===== src/rtl/rr_mux4_arbiter.sv =====
// Four-requester round-robin arbiter feeding a one-word registered output buffer.
// The pointer names the highest-priority requester and moves just past each winner.
module rr_mux4_arbiter #(
  parameter int WIDTH = 8
) (
  input  logic             clk,
  input  logic             rst,
  input  logic [3:0]       req,
  input  logic [WIDTH-1:0] i0,
  input  logic [WIDTH-1:0] i1,
  input  logic [WIDTH-1:0] i2,
  input  logic [WIDTH-1:0] i3,
  output logic [3:0]       gnt,
  output logic [1:0]       sel,
  output logic             out_valid,
  output logic [WIDTH-1:0] out_data,
  input  logic             out_ready,
  output logic             dbg_state_o,
  output logic [1:0]       dbg_ptr_o
);

  // Output handshake: a word moves when out_valid && out_ready on a rising edge;
  // out_valid never drops without that transfer (or reset), and data holds while stalled.
  typedef enum logic {EMPTY = 1'b0, FULL = 1'b1} state_e;

  state_e           state_q, state_d;
  logic [1:0]       ptr_q, ptr_d;
  logic [1:0]       sel_q, sel_d;
  logic [WIDTH-1:0] data_q, data_d;

  logic             cap;
  logic             found;
  logic [1:0]       win;
  logic [1:0]       idx;
  logic [WIDTH-1:0] win_data;

  // First requesting index scanning upward from ptr_q, wrapping mod 4.
  always_comb begin
    found = 1'b0;
    win   = ptr_q;
    idx   = '0;
    for (int k = 0; k < 4; k++) begin
      idx = ptr_q + 2'(k);
      if (!found && req[idx]) begin
        found = 1'b1;
        win   = idx;
      end
    end
  end

  always_comb begin
    win_data = i0;
    case (win)
      2'd0: win_data = i0;
      2'd1: win_data = i1;
      2'd2: win_data = i2;
      2'd3: win_data = i3;
      default: win_data = i0;
    endcase
  end

  assign cap = (|req) && ((state_q == EMPTY) || out_ready) && !rst;

  always_comb begin
    state_d = state_q;
    ptr_d   = ptr_q;
    sel_d   = sel_q;
    data_d  = data_q;
    gnt     = 4'b0000;
    if (cap) begin
      gnt     = 4'b0001 << win;
      state_d = FULL;
      ptr_d   = win + 2'd1;
      sel_d   = win;
      data_d  = win_data;
    end else if (state_q == FULL && out_ready) begin
      state_d = EMPTY;
    end
  end

  always_ff @(posedge clk) begin
    if (rst) begin
      state_q <= EMPTY;
      ptr_q   <= '0;
      sel_q   <= '0;
      data_q  <= '0;
    end else begin
      state_q <= state_d;
      ptr_q   <= ptr_d;
      sel_q   <= sel_d;
      data_q  <= data_d;
    end
  end

  assign out_valid   = (state_q == FULL);
  assign out_data    = data_q;
  assign sel         = sel_q;
  assign dbg_state_o = (state_q == FULL);
  assign dbg_ptr_o   = ptr_q;

endmodule


===== config.mk =====
export PLATFORM = sky130hd
export DESIGN_NAME = rr_mux4_arbiter
export DESIGN_NICKNAME = d
export VERILOG_FILES = /design/src/rtl/rr_mux4_arbiter.sv
export SDC_FILE = /design/constraint.sdc
export NUM_CORES = 1
export LEC_CHECK = 0
export BUFFER_PORTS_ARGS = -buffer_cell sky130_fd_sc_hd__buf_2
export CORE_UTILIZATION = 44
export CTS_CLUSTER_DIAMETER = 40
export DETAILED_ROUTE_END_ITERATION = 10
export PLACE_DENSITY = 0.84
export SYNTH_ARGS = -nofsm -noshare
export SYNTH_HDL_FRONTEND = slang
export SYNTH_SLANG_ARGS = --single-unit

===== constraint.sdc =====
create_clock -name clk -period 5.4 [get_ports clk]
set_input_delay 0.54 -clock clk [delete_from_list [all_inputs] [get_ports clk]]
set_output_delay 0.54 -clock clk [all_outputs]
set_load 0.01 [all_outputs]

==> results_tabular.tex, run 1 <==
\begin{tabular}{lr}
\hline
Metric & Value \\
\hline
\multicolumn{2}{l}{\textbf{Routing}} \\
DR DRC count & 0 \\
Via Count & 950 \\
Drt total wl & 2290 um \\
Via density per instance & 5.31 \\
Number of detailed-route iterations in the first pass & 6 \\
Routed length per placed instance & 12.8 um \\
Antenna-violating nets left & 0 \\
Iteration-0 DRC Markers & 43 \\
\multicolumn{2}{l}{\textbf{Global route}} \\
Global-route wire length before repair & 3340 um \\
Number of antenna violations at the first check in global routing & 0 \\
Met1 usage in global routing & 28.9\% \\
Pin count of the biggest net entering global routing & 22 \\
Global route overflow & 0 \\
Busiest metal layer after global routing & met2 \\
Overall Global Routing Usage & 22.1\% \\
GRT met2 Usage & 35.7\% \\
Global routing usage on met3 & 4.37\% \\
Via count of the first global-routing pass & 789 \\
\multicolumn{2}{l}{\textbf{Placement}} \\
Hpwl dp & 1840 um \\
Count of port buffers added during placement & 56 \\
RD Place Congestion & 0.776 \\
Post-place setup slack & 2.81 ns \\
\multicolumn{2}{l}{\textbf{Timing}} \\
Final total negative setup slack & 0 ns \\
Final Setup Violations & 0 \\
RSZ-0062 raised after global routing & false \\
Slew headroom & 56.4\% \\
Fin worst setup slack & 2.80 ns \\
Achievable clock frequency & 0.384 GHz \\
Least-Margin Pin Slew & 0.649 ns \\
Fin crit period & 2.60 ns \\
Max-slew violation count & 0 \\
Post-Route Skew & 0.00218 ns \\
Final count of hold timing violations & 0 \\
Portion of the clock cycle consumed by the worst path in the final layout & 48.2\% \\
\multicolumn{2}{l}{\textbf{Cells and area}} \\
Layout fillers & 176 \\
N\_diodes & 0 \\
P\&R area growth vs syn & 34.3\% \\
Leading cell types in the layout, fill and taps excluded & buf\_2, dfxtp\_1, nand2\_1, nand3b\_1 \\
Net total in the final layout & 199 \\
Commonest non-fill, non-tap cell in the layout & buf\_2 \\
Fraction of final layout cells with drive strength greater than 1 & 40.3\% \\
\multicolumn{2}{l}{\textbf{Clocking}} \\
Maximum clock insertion buffer count & 2 \\
Root cell of the clock tree & clkbuf\_4 \\
Setup Buffers After CTS & 0 \\
TritonCTS clock tree & yes \\
Total of hold buffers inserted after clock tree synthesis & 0 \\
Clock sink count & 13 \\
Clk slew on worst S/H paths & 0.08 ns \\
Number of buffers created by CTS & 3 \\
Post\_cts resized & 0 \\
H-Tree Level Count & 1 \\
Insertion delay of the later-clocked pin in the worst-skew pair & 0.29 ns \\
\multicolumn{2}{l}{\textbf{Floorplanning}} \\
Core Footprint & 1760 um\^{}2 \\
Overall die area & 2090 um\^{}2 \\
Top-level I/O count & 57 \\
Horizontal die dimension & 45.7 um \\
Vertical die dimension & 45.7 um \\
Number of standard-cell rows in the floorplan & 15 \\
Starting density of the core & 47.7\% \\
\multicolumn{2}{l}{\textbf{Run status}} \\
Outcome & finished clean \\
\multicolumn{2}{l}{\textbf{Critical path}} \\
Type of element capturing the critical path & primary output \\
Arrival time of the worst setup path & 2.06 ns \\
Startpoint type of the worst setup path & register \\
Worst setup startpoint & dbg\_ptr\_o[1] \\
Register-to-register setup slack & 3.06 ns \\
Maximum net fanout on the critical path & 9 \\
Beginning of the worst register-to-register path & dbg\_ptr\_o[1] \\
Required time of the critical path & 4.86 ns \\
Kind of critical path & reg -> out \\
\multicolumn{2}{l}{\textbf{Synth}} \\
Count of different cell masters after synthesis & 24 \\
Post-Syn Area per Cell & 8.26 um\^{}2 \\
Post-synthesis sequential element count & 13 \\
Mapped Cells & 102 \\
Mapped Nets & 146 \\
Number of warnings printed during yosys synthesis & 0 \\
Synth Cell Area & 842 um\^{}2 \\
Sequential fraction of the synthesis area & 30.9\% \\
\multicolumn{2}{l}{\textbf{Pwr}} \\
Maximum resistive drop on vdd & 166 uV \\
Pwr Density & 354 nW/um\^{}2 \\
Static leakage & 0.580 nW \\
\multicolumn{2}{l}{\textbf{Flow run}} \\
Max Cap Viol & 0 \\
\multicolumn{2}{l}{\textbf{Hold path}} \\
Hold Startpoint & out\_data[4] \\
Worst Hold Class & reg -> reg \\
\hline
\end{tabular}
worst paths after layout:
path                 endpoint  cells after the start
hold / removal    out_data[4]                      2
setup reg to reg  out_data[2]                      9
hold reg to reg   out_data[4]                      2
setup / recovery       gnt[2]                      7
registers in the layout, summed over array words and instances (netlist names):
register	cells
out_data	8
dbg_ptr_o	2
sel	2
dbg_state_o	1
synth_stat cells:
master	instances	area, um^2
nand3b_1	11	82.6
o211a_1	1	10.0
a21o_1	1	7.51
a211o_1	1	8.76
buf_4	1	7.51
nor2_1	2	7.51
o21ai_1	10	50.1
clkbuf_1	5	18.8
and2_1	4	25.0
o21ai_0	10	50.1
nor4_2	1	12.5
nand2_1	11	41.3
inv_1	4	15.0
o31a_1	1	8.76
buf_6	2	22.5
nor3b_1	1	7.51
a21oi_1	2	10.0
a222oi_1	8	80.1
dfxtp_1	13	260
or3_4	1	11.3
nor3_1	1	5.00
ha_1	5	62.6
nor2b_1	5	31.3
or2_2	1	6.26
routing by layer:
metal,share of wire [%],routed length [um]
met1,42,964
met2,52,1180
met3,5.2,118
met4,1.1,26
met5,0,0
cell type report:
class	instances	area, um^2	area share, %
clock buffer	4	26.3	2.32
inverter	4	15.0	1.33
multi-input combinational	77	518	45.8
sequential	13	260	23.0
tap	25	31.3	2.77
timing repair buffer	56	280	24.8
cells by family after synthesis:
| group | share of synthesized area, % |
|---|---|
| fa+ha+maj | 7.43 |
| compound gates | 26.7 |
| flops | 30.9 |
| simple gates | 27.3 |
| buf+inv | 7.58 |
critical path, cell delays in order (launching register included):
cell and delay (ns):
dfxtp_1 0.36, or2_2 0.30, a21oi_1 0.15, o31a_1 0.25, inv_1 0.09, ha_1 0.31
and2_1 0.18, buf_2 0.13
metrics by stage:
step | hold slack, ns | power (mW) | instance area (um^2) | std cells | utilization [%]
floorplan | 0.497 | 0.270 | 842 | 102 | -
global placement | 0.461 | 0.328 | 1100 | 175 | 62.6
detailed placement | 0.462 | 0.337 | 1100 | 175 | 62.6
CTS | 0.476 | 0.401 | 1130 | 179 | 64.1
global route | 0.491 | 0.432 | 1130 | 179 | 64.1
finish | 0.477 | 0.400 | 1130 | 179 | 64.1
where the power goes:
group / internal [mW] / switching (mW) / total, mW / leakage [nW]
sequential: 0.123 / 0.0164 / 0.139 / 0.108
combinational: 0.0856 / 0.113 / 0.199 / 0.457
clock: 0.0288 / 0.0339 / 0.0626 / 0.0150
Power figures use the tool's default switching activity.
==> inputs of run 2 (changes only) <==
--- a/config.mk
+++ b/config.mk
@@ -6,10 +6,10 @@
 export NUM_CORES = 1
 export LEC_CHECK = 0
 export BUFFER_PORTS_ARGS = -buffer_cell sky130_fd_sc_hd__buf_2
-export CORE_UTILIZATION = 44
+export CORE_UTILIZATION = 37
 export CTS_CLUSTER_DIAMETER = 40
 export DETAILED_ROUTE_END_ITERATION = 10
-export PLACE_DENSITY = 0.84
+export PLACE_DENSITY = 0.75
 export SYNTH_ARGS = -nofsm -noshare
 export SYNTH_HDL_FRONTEND = slang
 export SYNTH_SLANG_ARGS = --single-unit
==> constraint.sdc (replaced) <==
create_clock -name clk -period 2.3 [get_ports clk]
set_input_delay 0.23 -clock clk [delete_from_list [all_inputs] [get_ports clk]]
set_output_delay 0.23 -clock clk [all_outputs]
set_load 0.01 [all_outputs]
==> results_tabular.tex, run 2 (same netlist as run 1, synthesis figures left out) <==
\begin{tabular}{lr}
\hline
Metric & Value \\
\hline
\multicolumn{2}{l}{\textbf{Run status}} \\
Outcome & finished clean \\
\multicolumn{2}{l}{\textbf{Routing}} \\
Number of detailed-route iterations in the first pass & 5 \\
Drt total wl & 2120 um \\
Routed length per placed instance & 11.6 um \\
Antenna-violating nets left & 0 \\
Iteration-0 DRC Markers & 34 \\
DR DRC count & 0 \\
Via density per instance & 5.09 \\
Via Count & 926 \\
\multicolumn{2}{l}{\textbf{Critical path}} \\
Kind of critical path & reg -> out \\
Maximum net fanout on the critical path & 9 \\
Register-to-register setup slack & 0.21 ns \\
Required time of the critical path & 2.07 ns \\
Critical Path Slowest Stage Cell & dfxtp\_1 \\
Cell breakdown of the critical path & or2\_2 > a21oi\_1 > o31a\_1 > buf\_4 > ha\_2 > and2\_1 > buf\_2 \\
Type of element capturing the critical path & primary output \\
Max stage delay on crit path & 0.36 ns \\
Startpoint type of the worst setup path & register \\
Arrival time of the worst setup path & 1.90 ns \\
\multicolumn{2}{l}{\textbf{Floorplanning}} \\
Number of standard-cell rows in the floorplan & 16 \\
Starting density of the core & 41.2\% \\
Top-level I/O count & 57 \\
Overall die area & 2470 um\^{}2 \\
Horizontal die dimension & 49.7 um \\
Core Footprint & 2040 um\^{}2 \\
Vertical die dimension & 49.7 um \\
\multicolumn{2}{l}{\textbf{Placement}} \\
Hpwl dp & 1660 um \\
Count of port buffers added during placement & 56 \\
RD Place Congestion & 0.779 \\
\multicolumn{2}{l}{\textbf{Timing}} \\
Fin crit period & 2.13 ns \\
Achievable clock frequency & 0.469 GHz \\
Least-Margin Pin Slew & 0.604 ns \\
Final count of hold timing violations & 0 \\
Slew headroom & 59.4\% \\
Portion of the clock cycle consumed by the worst path in the final layout & 92.6\% \\
Post-Route Skew & 0.00112 ns \\
Max-slew violation count & 0 \\
Final Setup Violations & 0 \\
Final total negative setup slack & 0 ns \\
RSZ-0062 raised after global routing & false \\
\multicolumn{2}{l}{\textbf{Cells and area}} \\
Layout fillers & 211 \\
Net total in the final layout & 200 \\
Largest register FFs & 8 \\
Fraction of final layout cells with drive strength greater than 1 & 42.6\% \\
P\&R area growth vs syn & 36.4\% \\
Commonest non-fill, non-tap cell in the layout & buf\_2 \\
Leading cell types in the layout, fill and taps excluded & buf\_2, dfxtp\_1, nand2\_1, nand3b\_1 \\
N\_diodes & 0 \\
\multicolumn{2}{l}{\textbf{Clocking}} \\
H-Tree Level Count & 1 \\
Root cell of the clock tree & clkbuf\_4 \\
Total of hold buffers inserted after clock tree synthesis & 0 \\
Number of buffers created by CTS & 3 \\
Insertion delay of the later-clocked pin in the worst-skew pair & 0.26 ns \\
Clock sink count & 13 \\
Clk slew on worst S/H paths & 0.08 ns \\
Maximum clock insertion buffer count & 2 \\
TritonCTS clock tree & yes \\
\multicolumn{2}{l}{\textbf{Global route}} \\
Overall Global Routing Usage & 18.5\% \\
Pin count of the biggest net entering global routing & 22 \\
Global-route wire length before repair & 3580 um \\
Via count of the first global-routing pass & 824 \\
Global route overflow & 0 \\
Number of antenna violations at the first check in global routing & 0 \\
\multicolumn{2}{l}{\textbf{Pwr}} \\
Static leakage & 0.579 nW \\
Pwr Density & 817 nW/um\^{}2 \\
Internal Pwr Total & 0.567 mW \\
Clock group share of total power & 14.4\% \\
Sw Pwr & 0.371 mW \\
Portion of total power attributed to combinational logic & 50.7\% \\
Sequential share of power & 34.9\% \\
Maximum resistive drop on vdd & 455 uV \\
Net switching fraction of the power & 39.6\% \\
Design Power & 0.939 mW \\
\multicolumn{2}{l}{\textbf{Flow run}} \\
Max Cap Viol & 0 \\
\multicolumn{2}{l}{\textbf{Hold path}} \\
Worst Hold Class & in -> reg \\
\hline
\end{tabular}
## run 2: final timing paths
| kind | start | to | cells past startpoint |
|---|---|---|---|
| worst max-delay path | dbg_ptr_o[1] | gnt[1] | 7 |
| worst min-delay path | i0[5] | out_data[5] | 3 |
| worst max register to register | dbg_ptr_o[1] | out_data[4] | 9 |
| worst min register to register | out_data[4] | out_data[4] | 2 |
## run 2: layer usage
metal | part of all wire, % | GRT usage [%] | vias to the layer above
met2 | 45 | 28.2 | 36
met1 | 49 | 27.0 | 407
met3 | 5.8 | 2.16 | 2
li1 | - | - | 481
met4 | 0.66 | 5.71 | 0
met5 | 0 | 0 | -
## run 2: worst max-delay path, delay by kind of cell, from the launching register on
kind | cells | cell delay (ns)
flops | 1 | 0.36
buf+inv | 2 | 0.27
simple gates | 2 | 0.45
fa+ha+maj | 1 | 0.26
compound gates | 2 | 0.30
## run 2: what timing repair did
| action | CTS | global route |
|---|---|---|
| endpoints found under the setup margin | 0 | 5 |
| hold endpoints to repair | 0 | 0 |
| buffers inserted | 0 | 0 |
| gates resized for setup | 0 | 3 |
## run 2: through the flow
stage          util [%]  std cells  hold slack (ns)  setup WS [ns]  area [um^2]
3_5_place_dp       54.6        178            0.466          0.181         1110
2_1_floorplan         -        102            0.406          0.258          842
6_report           56.3        182            0.240          0.170         1150
5_1_grt            56.3        182            0.263        0.00610         1150
3_3_place_gp       54.6        178            0.464          0.253         1110
4_1_cts            55.9        182            0.239         0.0730         1140
## run 2: cell type report
cell class	count	area (um^2)	share of cell area [%]
inverter	4	15.0	1.31
sequential	13	260	22.7
timing repair buffer	57	288	25.1
clock buffer	4	26.3	2.29
tap	27	33.8	2.94
multi-input combinational	77	526	45.8
## run 2: power by group through the flow
| stage | clock, mW | sequential, mW | combinational [mW] |
|---|---|---|---|
| global placement | 0 | 0.328 | 0.455 |
| global route | 0.151 | 0.337 | 0.548 |
| floorplan | 0 | 0.358 | 0.275 |
| finish | 0.135 | 0.328 | 0.476 |
| detailed placement | 0 | 0.333 | 0.464 |
| CTS | 0.137 | 0.328 | 0.469 |
==> inputs of run 3 (changes only) <==
--- a/config.mk
+++ b/config.mk
@@ -6,10 +6,13 @@
 export NUM_CORES = 1
 export LEC_CHECK = 0
 export BUFFER_PORTS_ARGS = -buffer_cell sky130_fd_sc_hd__buf_2
-export CORE_UTILIZATION = 37
+export CELL_PAD_IN_SITES_DETAIL_PLACEMENT = 1
+export CELL_PAD_IN_SITES_GLOBAL_PLACEMENT = 2
+export CORE_UTILIZATION = 19
 export CTS_CLUSTER_DIAMETER = 40
 export DETAILED_ROUTE_END_ITERATION = 10
-export PLACE_DENSITY = 0.75
+export PLACE_DENSITY_LB_ADDON = 0.1
+export SETUP_SLACK_MARGIN = 0.4
 export SYNTH_ARGS = -nofsm -noshare
 export SYNTH_HDL_FRONTEND = slang
 export SYNTH_SLANG_ARGS = --single-unit
==> constraint.sdc (replaced) <==
create_clock -name clk -period 1.9 [get_ports clk]
set_input_delay 0.19 -clock clk [delete_from_list [all_inputs] [get_ports clk]]
set_output_delay 0.19 -clock clk [all_outputs]
set_load 0.01 [all_outputs]
==> results_tabular.tex, run 3 (same netlist as run 1, synthesis figures left out) <==
\begin{tabular}{lr}
\hline
Metric & Value \\
\hline
\multicolumn{2}{l}{\textbf{Clocking}} \\
H-Tree Level Count & 1 \\
Root cell of the clock tree & clkbuf\_8 \\
Clk slew on worst S/H paths & 0.06 ns \\
Maximum clock insertion buffer count & 2 \\
Insertion delay of the later-clocked pin in the worst-skew pair & 0.24 ns \\
TritonCTS clock tree & yes \\
Number of buffers created by CTS & 3 \\
Clock sink count & 13 \\
\multicolumn{2}{l}{\textbf{Routing}} \\
DR DRC count & 0 \\
Via Count & 1,020 \\
Drt total wl & 3000 um \\
Routed length per placed instance & 13.9 um \\
Iteration-0 DRC Markers & 69 \\
Antenna-violating nets left & 0 \\
Via density per instance & 4.72 \\
Number of detailed-route iterations in the first pass & 5 \\
\multicolumn{2}{l}{\textbf{Floorplanning}} \\
Starting density of the core & 20.5\% \\
Vertical die dimension & 68.6 um \\
Number of standard-cell rows in the floorplan & 23 \\
Top-level I/O count & 57 \\
Overall die area & 4700 um\^{}2 \\
Core Footprint & 4120 um\^{}2 \\
Horizontal die dimension & 68.6 um \\
\multicolumn{2}{l}{\textbf{Global route}} \\
Global-route wire length before repair & 4760 um \\
Number of antenna violations at the first check in global routing & 0 \\
Overall Global Routing Usage & 13.6\% \\
Pin count of the biggest net entering global routing & 22 \\
Global route overflow & 0 \\
Via count of the first global-routing pass & 1,024 \\
\multicolumn{2}{l}{\textbf{Timing}} \\
Fin worst setup slack & -0.0248 ns \\
Portion of the clock cycle consumed by the worst path in the final layout & 101\% \\
Achievable clock frequency & 0.520 GHz \\
Fin crit period & 1.92 ns \\
Final count of hold timing violations & 0 \\
Final Setup Violations & 2 \\
RSZ-0062 raised after global routing & true \\
Post-Route Skew & 0.00283 ns \\
Least-Margin Pin Slew & 0.477 ns \\
Slew headroom & 68.1\% \\
Max-slew violation count & 0 \\
\multicolumn{2}{l}{\textbf{Cells and area}} \\
P\&R area growth vs syn & 68.1\% \\
Fraction of final layout cells with drive strength greater than 1 & 56.6\% \\
Commonest non-fill, non-tap cell in the layout & buf\_2 \\
Multi-input gate area & 616 um\^{}2 \\
N\_diodes & 0 \\
Leading cell types in the layout, fill and taps excluded & buf\_2, o21ai\_1, nand2\_1, nand3b\_1, dfxtp\_1 \\
Area used by sequential logic in the layout & 268 um\^{}2 \\
Largest register FFs & 8 \\
Final instance area & 1420 um\^{}2 \\
Net total in the final layout & 211 \\
Layout fillers & 524 \\
\multicolumn{2}{l}{\textbf{Critical path}} \\
Max stage delay on crit path & 0.38 ns \\
Register-to-register setup slack & -0.02 ns \\
Critical Path Slowest Stage Cell & a222oi\_1 \\
Startpoint type of the worst setup path & register \\
Maximum net fanout on the critical path & 9 \\
Required time of the critical path & 2.02 ns \\
R2r endpoint & out\_data[3] \\
Arrival time of the worst setup path & 2.05 ns \\
Depth of the most critical reg-to-reg path & 9 \\
Cell breakdown of the critical path & or2\_4 > a21oi\_2 > o31a\_1 > inv\_2 > ha\_4 > a222oi\_1 > nand2\_1 > o21ai\_2 > o21ai\_1 \\
Kind of critical path & reg -> reg \\
Beginning of the worst register-to-register path & dbg\_ptr\_o[1] \\
Type of element capturing the critical path & register \\
\multicolumn{2}{l}{\textbf{Hold path}} \\
Hold Path End & out\_data[6] \\
Worst Hold Class & in -> reg \\
Hold Startpoint & i0[6] \\
Hold path cells & 3 \\
\multicolumn{2}{l}{\textbf{Pwr}} \\
Pwr Density & 1080 nW/um\^{}2 \\
Design Power & 1.53 mW \\
Static leakage & 0.673 nW \\
Maximum resistive drop on vdd & 271 uV \\
\multicolumn{2}{l}{\textbf{Flow run}} \\
Max Cap Viol & 0 \\
\multicolumn{2}{l}{\textbf{Placement}} \\
Hpwl dp & 2350 um \\
RD Place Congestion & 0.698 \\
Count of port buffers added during placement & 56 \\
Area after DPL & 1240 um\^{}2 \\
\multicolumn{2}{l}{\textbf{Run status}} \\
Outcome & complete, but fails checks \\
Violated checks & negative setup slack \\
\hline
\end{tabular}
==> run 3: changes by cell type in the layout (fill, tap and decap cells not counted), sizes merged <==
cell	before	now
buf	57	68
==> run 3: stage by stage <==
stage	cells	worst slack, ns	TNS, ns	hold slack, ns	utilization (%)
4_1_cts	216	-0.0458	-0.0883	0.208	33.6
3_5_place_dp	210	-0.149	-0.730	0.456	30.2
6_report	216	-0.0248	-0.0447	0.207	34.4
5_1_grt	216	-0.153	-0.993	0.245	34.4
3_3_place_gp	210	-0.0959	-0.422	0.449	30.2
2_1_floorplan	102	-0.0109	-0.0337	0.354	-
==> run 3: report_power, final <==
group	internal (mW)	total [mW]	switching, mW
clock network	0.148	0.250	0.102
registers	0.355	0.406	0.0504
logic	0.437	0.871	0.434
==> run 3: cell type report <==
class	instances	share of cell area, %
sequential	13	18.9
timing repair buffer	68	28.9
clock buffer	4	3.18
tap	50	4.42
inverter	4	1.06
multi-input combinational	77	43.5
==> run 3: worst max path at each step <==
stage	end	start
floorplan	out_data[0]	dbg_ptr_o[1]
global placement	out_data[1]	req[2]
detailed placement	out_data[3]	req[2]
CTS	out_data[3]	dbg_ptr_o[1]
global route	out_data[3]	dbg_ptr_o[1]
finish	out_data[3]	dbg_ptr_o[1]
==> run 3: what timing repair did <==
item | CTS | global route
endpoints found under the hold margin | 0 | 0
pin swaps | 9 | 7
setup endpoints to repair | 13 | 13
gates cloned | 0 | 0
buffers inserted | 2 | 0
resized for setup | 21 | 9
hold buffers | 0 | 0
==> run 3: layer usage <==
layer  up-vias  part of all wire [%]  global-route usage [%]  wire length [um]
met5         -                     0                       0                 0
met4         0                   1.1                    3.91                32
met3         2                   5.3                   0.987               158
met2        41                    43                    21.7              1300
met1       474                    50                    19.4              1510
li1        503                     -                       -                 -
==> run 3: critical path, delay by kind of cell (launching register included) <==
family | cells | cell delay [ns]
AO/OA/AOI/OAI | 5 | 0.84
buffers and inverters | 1 | 0.08
flip-flops | 1 | 0.35
adder cells (fa/ha/maj) | 1 | 0.20
AND/OR/NAND/NOR | 2 | 0.35
